**config.mk**
```make
export PLATFORM = sky130hd
export DESIGN_NAME = uart_rx_fifo
export DESIGN_NICKNAME = d
export VERILOG_FILES = /design/src/rtl/uart_rx_fifo.sv
export SDC_FILE = /design/constraint.sdc
export NUM_CORES = 1
export LEC_CHECK = 0
export CAP_MARGIN = 20
export CORE_ASPECT_RATIO = 0.7
export CORE_MARGIN = 1
export CORE_UTILIZATION = 40
export DETAILED_ROUTE_END_ITERATION = 8
export GPL_ROUTABILITY_DRIVEN = 0
export SLEW_MARGIN = 20
export SYNTH_ARGS = -nofsm -noshare
export SYNTH_HDL_FRONTEND = slang
export SYNTH_SLANG_ARGS = --single-unit
```
**constraint.sdc**
```tcl
create_clock -name clk_i -period 2.74 [get_ports clk_i]
set_clock_uncertainty 0.15 [all_clocks]
set_input_delay 0.548 -clock clk_i [delete_from_list [all_inputs] [get_ports clk_i]]
set_output_delay 0.548 -clock clk_i [all_outputs]
set_load 0.1 [all_outputs]
```
**src/rtl/uart_rx_fifo.sv**
```systemverilog
// uart_rx_fifo: UART receiver with a runtime baud divider, optional parity
// and a show-ahead RX FIFO whose entries carry per-frame framing/parity flags.
// Optional feature macro: UART_RX_PARITY_EN (builds the PARITY state and checker).
module uart_rx_fifo #(
  parameter int DATA_W      = 8,
  parameter int DIV_W       = 16,
  parameter int FIFO_DEPTH  = 8,
  parameter int SYNC_STAGES = 2
) (
  input  logic                          clk_i,
  input  logic                          arst_n_i,
  input  logic                          rx_i,
  input  logic [DIV_W-1:0]              div_i,
  input  logic                          parity_en_i,
  input  logic                          parity_odd_i,
  output logic [DATA_W-1:0]             rdata_o,
  output logic                          rframe_err_o,
  output logic                          rparity_err_o,
  output logic                          rvalid_o,
  input  logic                          rready_i,
  output logic [$clog2(FIFO_DEPTH):0]   level_o,
  output logic                          ovf_o,
  input  logic                          ovf_clr_i,
  output logic                          busy_o
);

  localparam int AW = $clog2(FIFO_DEPTH);
  localparam int LW = AW + 1;
  localparam int BW = $clog2(DATA_W + 1);
`ifdef UART_RX_PARITY_EN
  localparam int EW = DATA_W + 2;  // {perr, ferr, data}
`else
  localparam int EW = DATA_W + 1;  // {ferr, data}
`endif

`ifdef UART_RX_PARITY_EN
  typedef enum logic [2:0] {
    IDLE, START, DATA, PARITY, STOP, BRKWAIT
  } state_t;
`else
  typedef enum logic [2:0] {
    IDLE, START, DATA, STOP, BRKWAIT
  } state_t;
`endif

  // ---------------------------------------------------------------- sync
  logic [SYNC_STAGES-1:0] sync_reg;
  logic                   rx_prev_reg;
  logic                   rx_s;
  logic                   fall;

  assign rx_s = sync_reg[SYNC_STAGES-1];
  assign fall = rx_prev_reg & ~rx_s;

  // Shift the raw pin through the synchroniser chain; idle level is 1.
  always_ff @(posedge clk_i or negedge arst_n_i) begin
    if (!arst_n_i) begin
      sync_reg    <= '1;
      rx_prev_reg <= 1'b1;
    end else begin
      sync_reg    <= {sync_reg[SYNC_STAGES-2:0], rx_i};
      rx_prev_reg <= rx_s;
    end
  end

  // ---------------------------------------------------------------- FSM
  state_t             state_reg, state_next;
  logic [DIV_W-1:0]   cnt_reg, cnt_next;
  logic [DIV_W-1:0]   div_reg, div_next;
  logic [BW-1:0]      bit_reg, bit_next;
  logic [DATA_W-1:0]  shift_reg, shift_next;
  logic [DIV_W-1:0]   div_eff;
  logic               cnt_zero;
  logic               push;
  logic [EW-1:0]      push_entry;

  // Divisors below 4 cannot place a mid-bit sample sensibly, so clamp them.
  assign div_eff  = (div_i < DIV_W'(4)) ? DIV_W'(4) : div_i;
  assign cnt_zero = (cnt_reg == '0);

`ifdef UART_RX_PARITY_EN
  logic par_en_reg, par_en_next;
  logic par_odd_reg, par_odd_next;
  logic perr_reg, perr_next;
  assign push_entry = {perr_reg, ~rx_s, shift_reg};
`else
  logic unused_cfg;
  assign unused_cfg = parity_en_i ^ parity_odd_i;
  assign push_entry = {~rx_s, shift_reg};
`endif

  // Receiver state and per-frame configuration registers.
  always_ff @(posedge clk_i or negedge arst_n_i) begin
    if (!arst_n_i) begin
      state_reg   <= IDLE;
      cnt_reg     <= '0;
      div_reg     <= '0;
      bit_reg     <= '0;
      shift_reg   <= '0;
`ifdef UART_RX_PARITY_EN
      par_en_reg  <= 1'b0;
      par_odd_reg <= 1'b0;
      perr_reg    <= 1'b0;
`endif
    end else begin
      state_reg   <= state_next;
      cnt_reg     <= cnt_next;
      div_reg     <= div_next;
      bit_reg     <= bit_next;
      shift_reg   <= shift_next;
`ifdef UART_RX_PARITY_EN
      par_en_reg  <= par_en_next;
      par_odd_reg <= par_odd_next;
      perr_reg    <= perr_next;
`endif
    end
  end

  // Next-state logic: count down to each mid-bit point, then sample rx_s.
  always_comb begin
    state_next   = state_reg;
    cnt_next     = cnt_reg;
    div_next     = div_reg;
    bit_next     = bit_reg;
    shift_next   = shift_reg;
    push         = 1'b0;
`ifdef UART_RX_PARITY_EN
    par_en_next  = par_en_reg;
    par_odd_next = par_odd_reg;
    perr_next    = perr_reg;
`endif
    case (state_reg)
      IDLE: begin
        if (fall) begin
          cnt_next     = (div_eff >> 1) - DIV_W'(1);
          div_next     = div_eff;
`ifdef UART_RX_PARITY_EN
          par_en_next  = parity_en_i;
          par_odd_next = parity_odd_i;
          perr_next    = 1'b0;
`endif
          state_next   = START;
        end
      end
      START: begin
        if (!cnt_zero) begin
          cnt_next = cnt_reg - DIV_W'(1);
        end else if (!rx_s) begin
          cnt_next   = div_reg - DIV_W'(1);
          bit_next   = '0;
          state_next = DATA;
        end else begin
          state_next = IDLE;  // start bit did not hold: glitch
        end
      end
      DATA: begin
        if (!cnt_zero) begin
          cnt_next = cnt_reg - DIV_W'(1);
        end else begin
          shift_next = {rx_s, shift_reg[DATA_W-1:1]};
          cnt_next   = div_reg - DIV_W'(1);
          bit_next   = bit_reg + BW'(1);
          if (bit_reg == BW'(DATA_W - 1)) begin
`ifdef UART_RX_PARITY_EN
            state_next = par_en_reg ? PARITY : STOP;
`else
            state_next = STOP;
`endif
          end
        end
      end
`ifdef UART_RX_PARITY_EN
      PARITY: begin
        if (!cnt_zero) begin
          cnt_next = cnt_reg - DIV_W'(1);
        end else begin
          perr_next  = rx_s ^ (^shift_reg) ^ par_odd_reg;
          cnt_next   = div_reg - DIV_W'(1);
          state_next = STOP;
        end
      end
`endif
      STOP: begin
        if (!cnt_zero) begin
          cnt_next = cnt_reg - DIV_W'(1);
        end else begin
          push       = 1'b1;
          state_next = rx_s ? IDLE : BRKWAIT;
        end
      end
      BRKWAIT: begin
        // A held-low line must return high before a new start is accepted.
        if (rx_s) state_next = IDLE;
      end
      default: state_next = IDLE;
    endcase
  end

  assign busy_o = (state_reg != IDLE);

  // ---------------------------------------------------------------- FIFO
  logic [EW-1:0] mem [FIFO_DEPTH];
  logic [AW-1:0] wr_ptr_reg, rd_ptr_reg;
  logic [LW-1:0] level_reg, level_next;
  logic          ovf_reg, ovf_next;
  logic          full, pop, push_ok, ovf_set;
  logic [EW-1:0] head;

  assign full    = (level_reg == LW'(FIFO_DEPTH));
  assign pop     = rvalid_o & rready_i;
  assign push_ok = push & (~full | pop);
  assign ovf_set = push & full & ~pop;

  // Storage write; no reset needed because reads are gated by rvalid_o.
  always_ff @(posedge clk_i) begin
    if (push_ok) mem[wr_ptr_reg] <= push_entry;
  end

  // Occupancy and sticky overrun; a new overrun beats a clear request.
  always_comb begin
    level_next = level_reg;
    case ({push_ok, pop})
      2'b10:   level_next = level_reg + LW'(1);
      2'b01:   level_next = level_reg - LW'(1);
      default: level_next = level_reg;
    endcase
    ovf_next = ovf_reg;
    if (ovf_set)        ovf_next = 1'b1;
    else if (ovf_clr_i) ovf_next = 1'b0;
  end

  // Pointer, level and overrun registers.
  always_ff @(posedge clk_i or negedge arst_n_i) begin
    if (!arst_n_i) begin
      wr_ptr_reg <= '0;
      rd_ptr_reg <= '0;
      level_reg  <= '0;
      ovf_reg    <= 1'b0;
    end else begin
      if (push_ok) wr_ptr_reg <= wr_ptr_reg + AW'(1);
      if (pop)     rd_ptr_reg <= rd_ptr_reg + AW'(1);
      level_reg <= level_next;
      ovf_reg   <= ovf_next;
    end
  end

  assign head         = mem[rd_ptr_reg];
  assign rvalid_o     = (level_reg != '0);
  assign level_o      = level_reg;
  assign ovf_o        = ovf_reg;
  assign rdata_o      = rvalid_o ? head[DATA_W-1:0] : '0;
  assign rframe_err_o = rvalid_o & head[DATA_W];
`ifdef UART_RX_PARITY_EN
  assign rparity_err_o = rvalid_o & head[DATA_W+1];
`else
  assign rparity_err_o = 1'b0;
`endif

endmodule
```
==> results.txt <==
Outcome: finished with violations
Violated checks: negative setup slack
Max Cap Violations: 0
Sequential-to-total area share from yosys stat: 55.89%
Slew at the pin closest to its max-slew limit: 880.7 ps
Worst slack on hold paths: 26.48 ps
Std cell rows: 38
Clock buffer count from CTS: 17
Total Power Consumption: 0.008197 W
Antenna Nets Post-Route: 0
First-pass GRT wire length: 27.32 mm
Flip-flop count of the largest register after layout: 72
Via count of the first global-routing pass: 4733
Starting density of the core: 41.73%
Via count: 4942
Period utilisation layout: 100.4%
Synth Instances: 545
Clock transition at the registers of the reported paths: 60 ps
Areal power density over the cells: 948.0 mW/mm2
Pin count of the biggest net entering global routing: 34
All-Layer GR Usage: 21.87%
PnR worst setup slack: -11.28 ps
Post-synthesis average cell area: 12.12 um2
CTS sink cnt: 133
CTS tree: done
Final-layout fill cell count: 1310
Inserted Diodes: 0
Number of optimization iterations in the first detailed-route pass: 5
Clock latency on the worst-skew pair: 430 ps
Top_reg_cell synth: sky130_fd_sc_hd__edfxtp_1
Worst setup slack before clock tree synthesis: -646.4 ps
Core Region: 0.01583 mm2
Mapped Area: 0.006606 mm2
Synth cell types: 66
Routed wirelength normalized by instance count: 19.50 um
Leading cell type in the layout, fill and taps excluded: sky130_fd_sc_hd__buf_4
Max Fanout on Critical Path: 10
Count of hold buffers inserted by post-cts repair: 0
DRT Wirelength: 17.24 mm
CTS root buf: sky130_fd_sc_hd__clkbuf_16
Worst slew margin relative to its limit: 40.75%
Final Util: 54.62%
Critical path type: flop to output port
Final setup violation count: 3
Die H: 109.5 um
Mapped Nets: 578
Max VDD drop: 692.4 uV
Number of H-tree levels: 4
Average via count per standard cell: 5.590
Ys async rst share: 45.86%
Full die area: 0.01704 mm2
Detailed-placement wirelength estimate: 12.09 mm
Total area of multi-input combinational cells: 0.002957 mm2
Achievable frequency: 363.5 MHz
Layout cells sized above 1: 31.33%
Kind of start point of the critical path: flop
Number of placed I/O pins: 40
Required arrival time at the worst endpoint: 2040 ps
Leakage power: 3.365 nW
Sequential Area: 0.003709 mm2
Count of final hold-check violations: 0
Post-synth EDFFs: 72
Flop and latch count out of synthesis: 133
CP arrival: 2050 ps
Maximum count of clock buffers along a single path: 2
Layout-stage area growth over the synthesis result: 30.89%
Final Net Count: 684
Initial antenna violation count: 0
Overflow left after global routing: 0
IO buf count: 36
Pins Over Slew Limit: 0
Detailed Route Iter0 Violations: 468
Residual DRC count: 0
Critical Path End Type: output port
Most used cells in the layout excluding fill and tap cells: sky130_fd_sc_hd__buf_4, sky130_fd_sc_hd__edfxtp_1, sky130_fd_sc_hd__dfrtp_1
Die W: 155.6 um
Setup repair after global routing missed its margin: yes
Minimum clock period after layout: 2751 ps
Count of synthesis-stage warnings from yosys: 0
Worst hold path class: input pin to async pin
[layout make-up]
type                       instances  area share (%)
clock inverter                    15           1.809
inverter                          14          0.6077
multi-input combinational        374           34.19
tap                              220           3.183
clock buffer                      17           4.920
timing repair buffer             111           12.40
sequential                       133           42.89
[worst paths after layout]
path	depth (start not counted)	to	startpoint	slack, ps
max	5	rdata_o[7]	rd_ptr_reg[0]	-10
min	1	bit_reg[3]	arst_n_i	30
max reg2reg	6	cnt_reg[15]	div_reg[3]	180
min reg2reg	0	sync_reg[1]	sync_reg[0]	210
max in group asynchronous	2	rx_prev_reg	arst_n_i	1770
min in group clk_i	0	sync_reg[1]	sync_reg[0]	210
[critical path, cell delays in order (launching register included)]
cell                      delay (ps)
sky130_fd_sc_hd__dfrtp_2         430
sky130_fd_sc_hd__buf_12          180
sky130_fd_sc_hd__mux4_2          560
sky130_fd_sc_hd__mux2i_4         210
sky130_fd_sc_hd__nor2_4           60
sky130_fd_sc_hd__buf_12          170
[repair_timing]
item	4_1_cts	5_1_grt
resized for setup	30	9
gates cloned	0	1
pin swaps	10	11
setup endpoints to repair	13	15
buffers inserted	3	5
[stage by stage]
stage               cells  cell area, um2  setup TNS (ps)
global placement      843            7896           -2956
global route          884            8647          -585.6
CTS                   878            8557          -132.8
finish                884            8647          -18.05
detailed placement    843            7896           -3480
floorplan             545            6725          -280.7
[kinds of logic after synthesis]
group	count (synthesis)	synth area share [%]
fa+ha+maj	10	2.008
simple gates	179	14.32
xor+xnor	37	5.019
other cells	1	0.05676
buf+inv	38	2.386
mux	50	11.38
compound gates	97	8.940
flops	133	55.89
[Yosys cell counts (12+ instances only)]
master	n	area, um2
sky130_fd_sc_hd__a21oi_1	19	95.09
sky130_fd_sc_hd__clkbuf_1	13	48.80
sky130_fd_sc_hd__dfrtp_1	58	1451
sky130_fd_sc_hd__edfxtp_1	72	2162
sky130_fd_sc_hd__inv_1	14	52.55
sky130_fd_sc_hd__mux2_2	14	157.7
sky130_fd_sc_hd__mux4_2	18	405.4
sky130_fd_sc_hd__nand2_1	35	131.4
sky130_fd_sc_hd__nand3_1	15	75.07
sky130_fd_sc_hd__nor2_1	50	187.7
sky130_fd_sc_hd__nor3_1	17	85.08
sky130_fd_sc_hd__nor4_1	12	75.07
sky130_fd_sc_hd__o21ai_0	13	65.06
sky130_fd_sc_hd__o21ai_1	24	120.1
sky130_fd_sc_hd__xnor2_1	19	166.4
sky130_fd_sc_hd__xor2_1	17	148.9
[power breakdown]
group          internal (W)  switching (W)  leakage [nW]
Clock               0.00134       0.000912         0.275
Sequential          0.00236       0.000335          1.53
Combinational       0.00132        0.00192          1.56
[per-layer routing]
layer	part of all wire (%)	up-vias	wire, um	track usage (%)
li1	-	2275	-	-
met2	42	207	7159	29.28
met4	0.71	0	122	5.952
met1	49	2445	8481	33.36
met5	0	-	0	0
met3	8.6	15	1477	7.056
No activity file was read; power rests on OpenSTA's default activity.
